File: config.mk
export PLATFORM = sky130hd
export DESIGN_NAME = contador_control
export DESIGN_NICKNAME = d
export VERILOG_FILES = /design/src/rtl/contador_control.sv
export SDC_FILE = /design/constraint.sdc
export NUM_CORES = 1
export LEC_CHECK = 0
export BUFFER_PORTS_ARGS = -buffer_cell sky130_fd_sc_hd__buf_2
export CORE_AREA = 2 2 90 92
export CTS_CLUSTER_DIAMETER = 50
export DETAILED_ROUTE_END_ITERATION = 10
export DIE_AREA = 0 0 92 94
export GPL_ROUTABILITY_DRIVEN = 0
export GPL_TIMING_DRIVEN = 0
export PLACE_DENSITY = 0.54
export SYNTH_ARGS = -nofsm -noshare
export SYNTH_HDL_FRONTEND = slang
export SYNTH_SLANG_ARGS = --single-unit
File: constraint.sdc
create_clock -name clk -period 6.8 [get_ports clk]
set_clock_uncertainty 0.2 [all_clocks]
set_input_delay 0.34 -clock clk [delete_from_list [all_inputs] [get_ports clk]]
set_output_delay 0.34 -clock clk [all_outputs]
set_load 0.03 [all_outputs]
File: src/rtl/contador_control.sv
// contador_control: user-controllable 6-bit up/down modulo counter feeding the dual seven-segment display.
//   Optional button debouncing is compiled in with the macro CONTADOR_DEBOUNCE_EN.
//   Ports:
//     clk      - system clock, rising edge
//     clr      - asynchronous active-low reset
//     btn_run  - raw run/pause pushbutton (toggles RUN/PAUSE on press)
//     btn_zero - raw count-clear pushbutton
//     sw_down  - direction switch, 0 = up, 1 = down
//     q        - current count, 0..MAX_COUNT
//     running  - high while in RUN
//     tick     - one-cycle pulse on every count update
//     wrap     - one-cycle pulse when a count update wraps
module contador_control #(
    parameter int CLK_DIV    = 50_000_000,
    parameter int DEB_CYCLES = 1_000_000,
    parameter int MAX_COUNT  = 63
) (
    input  logic       clk,
    input  logic       clr,
    input  logic       btn_run,
    input  logic       btn_zero,
    input  logic       sw_down,
    output logic [5:0] q,
    output logic       running,
    output logic       tick,
    output logic       wrap
);
    localparam int PW = (CLK_DIV > 1) ? $clog2(CLK_DIV) : 1;
    localparam logic [PW-1:0] PRE_LAST = PW'(CLK_DIV - 1);
    localparam logic [5:0] MAXQ = 6'(MAX_COUNT);

    typedef enum logic {PAUSE = 1'b0, RUN = 1'b1} state_t;
    state_t state, state_n;

    logic [1:0] run_sync, zero_sync, down_sync;
    logic run_lvl, zero_lvl, run_prev, zero_prev, run_evt, zero_evt;
    logic [PW-1:0] pre;
    logic [5:0] q_n;
    logic term, wrap_n;

    always_ff @(posedge clk or negedge clr) begin
        if (!clr) begin
            run_sync  <= '0;
            zero_sync <= '0;
            down_sync <= '0;
        end else begin
            run_sync  <= {run_sync[0], btn_run};
            zero_sync <= {zero_sync[0], btn_zero};
            down_sync <= {down_sync[0], sw_down};
        end
    end

`ifdef CONTADOR_DEBOUNCE_EN
    localparam int DW = $clog2(DEB_CYCLES + 1);
    localparam logic [DW-1:0] DEB_LAST = DW'(DEB_CYCLES - 1);
    logic [DW-1:0] run_cnt, zero_cnt;

    // A level is accepted only after DEB_CYCLES consecutive samples that differ from the current one.
    always_ff @(posedge clk or negedge clr) begin
        if (!clr) begin
            run_lvl  <= 1'b0;
            zero_lvl <= 1'b0;
            run_cnt  <= '0;
            zero_cnt <= '0;
        end else begin
            if (run_sync[1] == run_lvl) begin
                run_cnt <= '0;
            end else if (run_cnt == DEB_LAST) begin
                run_lvl <= run_sync[1];
                run_cnt <= '0;
            end else begin
                run_cnt <= run_cnt + DW'(1);
            end
            if (zero_sync[1] == zero_lvl) begin
                zero_cnt <= '0;
            end else if (zero_cnt == DEB_LAST) begin
                zero_lvl <= zero_sync[1];
                zero_cnt <= '0;
            end else begin
                zero_cnt <= zero_cnt + DW'(1);
            end
        end
    end
`else
    assign run_lvl  = run_sync[1];
    assign zero_lvl = zero_sync[1];
`endif

    always_ff @(posedge clk or negedge clr) begin
        if (!clr) begin
            run_prev  <= 1'b0;
            zero_prev <= 1'b0;
        end else begin
            run_prev  <= run_lvl;
            zero_prev <= zero_lvl;
        end
    end

    assign run_evt  = run_lvl & ~run_prev;
    assign zero_evt = zero_lvl & ~zero_prev;

    always_ff @(posedge clk or negedge clr) begin
        if (!clr) state <= PAUSE;
        else      state <= state_n;
    end

    always_comb begin
        state_n = state;
        if (run_evt) state_n = (state == RUN) ? PAUSE : RUN;
    end

    assign running = (state == RUN);

    // The terminal prescaler edge is judged on the current state, so a pause landing on it still ticks.
    assign term = (state == RUN) && (pre == PRE_LAST);

    always_comb begin
        wrap_n = down_sync[1] ? (q == 6'd0) : (q == MAXQ);
        q_n    = down_sync[1] ? ((q == 6'd0) ? MAXQ : q - 6'd1)
                              : ((q == MAXQ) ? 6'd0 : q + 6'd1);
    end

    // Clear has priority over a coinciding tick; the prescaler only advances in RUN.
    always_ff @(posedge clk or negedge clr) begin
        if (!clr) begin
            pre  <= '0;
            q    <= '0;
            tick <= 1'b0;
            wrap <= 1'b0;
        end else if (zero_evt) begin
            pre  <= '0;
            q    <= '0;
            tick <= 1'b0;
            wrap <= 1'b0;
        end else begin
            tick <= term;
            wrap <= term & wrap_n;
            if (term) q <= q_n;
            if (state == RUN) pre <= term ? '0 : pre + PW'(1);
        end
    end
endmodule

Word level (Yosys, flattened, before mapping). Cells that the tools add are included.

Memories kept: 0. Bits in latches: 0. Word-level logic and storage cells: 36. Memory bits (read-only): 0. Memory bits (writable): 0. Flip-flop bits (word level): 43.

Eq/ne operators: 2. Bitwise operators: 5. Reduce and logical (&&, ||, !) cells: 4. Div/mod/pow operators: 0. Multiply operators: 0. Add/sub/neg operators: 3. Magnitude comparators: 0. Mux-type cells: 12. Shift operators: 0.

Operators with widths (number): 26-bit 2-to-1 mux (3); 6-bit 2-to-1 mux (5); 26-bit by 1-bit adder with 26-bit output, second input constant (1); 26-bit == test, second input constant (1); 6-bit by 1-bit adder with 6-bit output, second input constant (1); 6-bit == test, second input constant (1); 6-bit logical NOT (1); 6-bit by 1-bit subtractor with 6-bit output, second input constant (1); 1-bit 2-to-1 mux (4); 2-bit nonzero test (2); 1-bit AND (3); 1-bit NOT (2); 1-bit logical AND (1).

Logic depth before layout (Yosys ltp).
Depth after elaboration: 5. Gate-level depth with buffers: 8. Gate-level depth less buffers: 7.

Worst setup path before layout. No wires, ideal clock.

Kind: flip-flop to flip-flop. Start point: register pre[10]. End point: register q[2]. Buffers on the path: 0. Setup slack: 3.984 ns. Data arrival time: 2.538 ns. Data required time: 6.522 ns. Stages on the path, launching flop included: 6. Setup time: 0.078 ns. Path through: dfrtp_1 -> or4b_1 -> or4_1 -> or4_1 -> or4_1 -> a21oi_1.

Cells in the longest elaborated chain, start to end: 3.

RTL lines: start: declaration (RTL line 37) `logic [PW-1:0] pre;`; start signal: assignment (RTL line 139) `if (state == RUN) pre <= term ? '0 : pre + PW'(1);`; 26-bit == test (RTL line 115) `assign term = (state == RUN) && (pre == PRE_LAST);`; 1-bit logical AND (RTL line 115); 2-bit nonzero test (no source line); end signal: assignment (RTL line 138) `if (term) q <= q_n;`; end: declaration (RTL line 23) `output logic [5:0] q,`.

No other way between the ends. A chain may end at the register's enable or synchronous reset.

Worst setup path after layout.
Start point: register pre[10]. End point: register pre[15].

Cells in the longest elaborated chain, start to end: 5. Elaborated cells between the ends (all ways): 6. Those cells by class: 1 x add/sub; 1 x eq/ne; 3 x mux; 1 x reduce/logical.

RTL lines: branches (longest 2 deep; another with 26-bit by 1-bit adder with 26-bit output); 26-bit 2-to-1 mux (*) (2 in series) (RTL line 139); 26-bit 2-to-1 mux (*) (RTL line 130) `end else if (zero_evt) begin`.

Every way passes the cells marked *. The select of a mux whose other input is x is not followed.

==> results.toml <==
[synthesis]
synth_area_leaders = "dfrtp_1 48%, xnor2_1 6.3%, nor2_1 5.9%, a21oi_1 3.2%, xor2_1 3.2%"
netlist_instances = 236
synth_cell_types = 38
post-synth-top-area-cell = "dfrtp_1"
avgSynthCellArea_um2 = 9.42
ys_ff_latch = 43
syn_nets = 246
async_flop_share_pct = 100
yosysMostFrequentCell = "dfrtp_1"
netlist_area_mm2 = 0.00222
ys.warnings.count = 0
synth_edf_count = 0
synth_flop_cell = "dfrtp_1"
yosysSeqAreaShare_pct = 48.4
yosys-top-cells-count = "43 x dfrtp_1, 35 x nor2_1, 16 x xnor2_1"
synth_top_area_share_pct = 48.4

[drt]
vias = 1756
wl_per_cell_um = 12.7
ant_nets = 0
drt-total-wl_um = 4600
drt_pre_antenna_iters = 4
route.detailed.drc = 0
drt-vias-per-instance = 4.85
drtIter0Drc = 153

[timing]
grt_setup_unrepaired = "false"
post-route-period-util_pct = 46.6
setup_tns_ns = 0
hold_ws_ns = -0.0133
min_period_ns = 3.17
drv_slew = 0
fmax_mhz = 316
slew-limit-headroom_pct = 35.4
finalHoldViolCount = 14
tightest_slew_ns = 0.968
setup_viol = 0

[outcome]
violations = "hold timing"
status = "finished, violations left"

[floorplan]
start_util_pct = 29.2
core_mm2 = 0.00761
die_w_um = 92
fp-row-count = 32
pin_count = 14
die_area_mm2 = 0.00865
die_h_um = 94

[clock_tree]
cts_max_level = 2
cts_made_buffers = 5
root_buffer = "clkbuf_8"
clock_latency_ns = 0.30
path_clk_slew_ns = 0.10
ctsResizeCount = 0
clock-sinks = 43
clk_path_buf_depth = 2
cts_tree = "yes"

[layout]
postLayoutCoreUtil_pct = 33.4
register_area_mm2 = 0.00108
layout-drive-gt1-share_pct = 9.23
antenna_cells = 0
final.fill_count = 797
final_nets = 269
multi_input_area_mm2 = 0.00107
area_delta_synth_final_pct = 14.3

[grt]
grt_pass1_wl_um = 7930
grt_max_degree = 44
track_usage_pct = 11.5
grt_pass1_vias = 1645
overflow = 0
antenna_found_initial = 0

[power]
leakagePower_nw = 1.04
p_total_mw = 0.527
vdd_ir_drop_max_mv = 0.134
cellPowerDensity_mw_per_mm2 = 207

[placed_design]
io_buffers = 13
dpl.hpwl_um = 3170

[setup_path]
worstPathMaxFanout = 10
arrival_ns = 3.15
critPathRequiredTime_ns = 6.79
endpoint_kind = "register"
crit_type = "register to register"
start_kind = "register"

[worst_hold_path]
holdCritPathClass = "input pin to async pin"

[run]
drv_cap = 0
-- registers in the layout (all words and copies together) (netlist names) --
register and cells:
run_sync 2, q 6, pre 26, zero_prev 1, zero_sync 2, wrap 1, tick 1, running 1
down_sync 2, run_prev 1
-- layer usage --
layer / vias up / global-route usage [%] / share of wire, % / wire length, µm
met1: 828 / 15.9 / 51 / 2350
met4: 0 / 4.48 / 1.7 / 79
met2: 44 / 17.3 / 43 / 2000
li1: 877 / - / - / -
met5: - / 0 / 0 / 0
met3: 7 / 2.73 / 3.7 / 172
-- where the power goes --
group          internal, mW  leakage, nW  switching [mW]  total (mW)
Clock                0.0764       0.0495          0.0996       0.176
Sequential            0.269        0.577          0.0155       0.285
Combinational        0.0242        0.414          0.0418      0.0660
-- kinds of logic after synthesis --
group / share of synthesized area [%]
flip-flops: 48.4
AND/OR/NAND/NOR: 25.7
multiplexers: 0.900
XOR/XNOR: 9.45
adder cells (fa/ha/maj): 2.81
buffers and inverters: 3.38
AO/OA/AOI/OAI: 9.40
-- path summary, 6_finish.rpt --
path	from	slack (ns)	cells past startpoint	endpoint
worst max-delay path	pre[10]	3.63	7	pre[15]
worst min-delay path	clr	-0.01	1	pre[13]
worst max register to register	pre[10]	3.63	7	pre[15]
worst min register to register	zero_sync[0]	0.16	0	zero_sync[1]
max in group asynchronous	clr	5.81	1	pre[0]
min in group clk	zero_sync[0]	0.16	0	zero_sync[1]
-- worst max-delay path, stage by stage (launching register included) --
cell and delay [ns]:
dfrtp_1 0.45, or4b_1 0.53, or4_1 0.49, or4_1 0.57, buf_2 0.21, nand2_1 0.24
buf_2 0.28, nor2_1 0.07
-- metrics by stage --
step	cell area (µm²)	cells	hold WS, ns	setup WS, ns
detailed placement	2420	351	0.136	3.63
global route	2540	362	0.0629	3.46
finish	2540	362	-0.0133	3.63
global placement	2420	351	0.131	3.64
CTS	2540	362	0.0280	3.60
floorplan	2220	236	-0.156	3.98
-- final cells by class --
class                      instances  share of cell area, %
clock buffer                       5                   2.71
multi-input combinational        174                   42.2
inverter                           8                   1.18
clock inverter                     3                   1.03
buffer                            11                   1.77
tap                              102                   5.02
sequential                        43                   42.3
timing repair buffer              16                   3.74
-- cells in the final DEF, fill, tap and decap left out, types with 2 or more instances in the layout --
cell type	instances
clkbuf_1	6
nor2_1	35
buf_2	16
ha_1	5
o2111ai_1	3
nor3_1	13
a21oi_1	14
nand2_1	12
nand3b_1	2
and3_1	3
o21ai_0	6
a311oi_1	2
inv_1	8
xnor2_1	16
nand2b_1	6
nor2b_1	4
or3_1	3
nand3_1	10
dfrtp_1	43
xor2_1	8
clkbuf_8	5
mux2i_1	2
or4_1	5
and2_1	2
inv_6	3
dlygate4sd3_1	3
o32ai_1	2
nand4_1	6
and4_1	4
buf_1	2
-- repair_timing --
item | CTS | global route
endpoints found under the hold margin | 3 | 0
hold buffers | 3 | 0
setup endpoints to repair | 0 | 0
setup buffers | 0 | 0
Note: power is estimated with default switching activity, not from simulation.
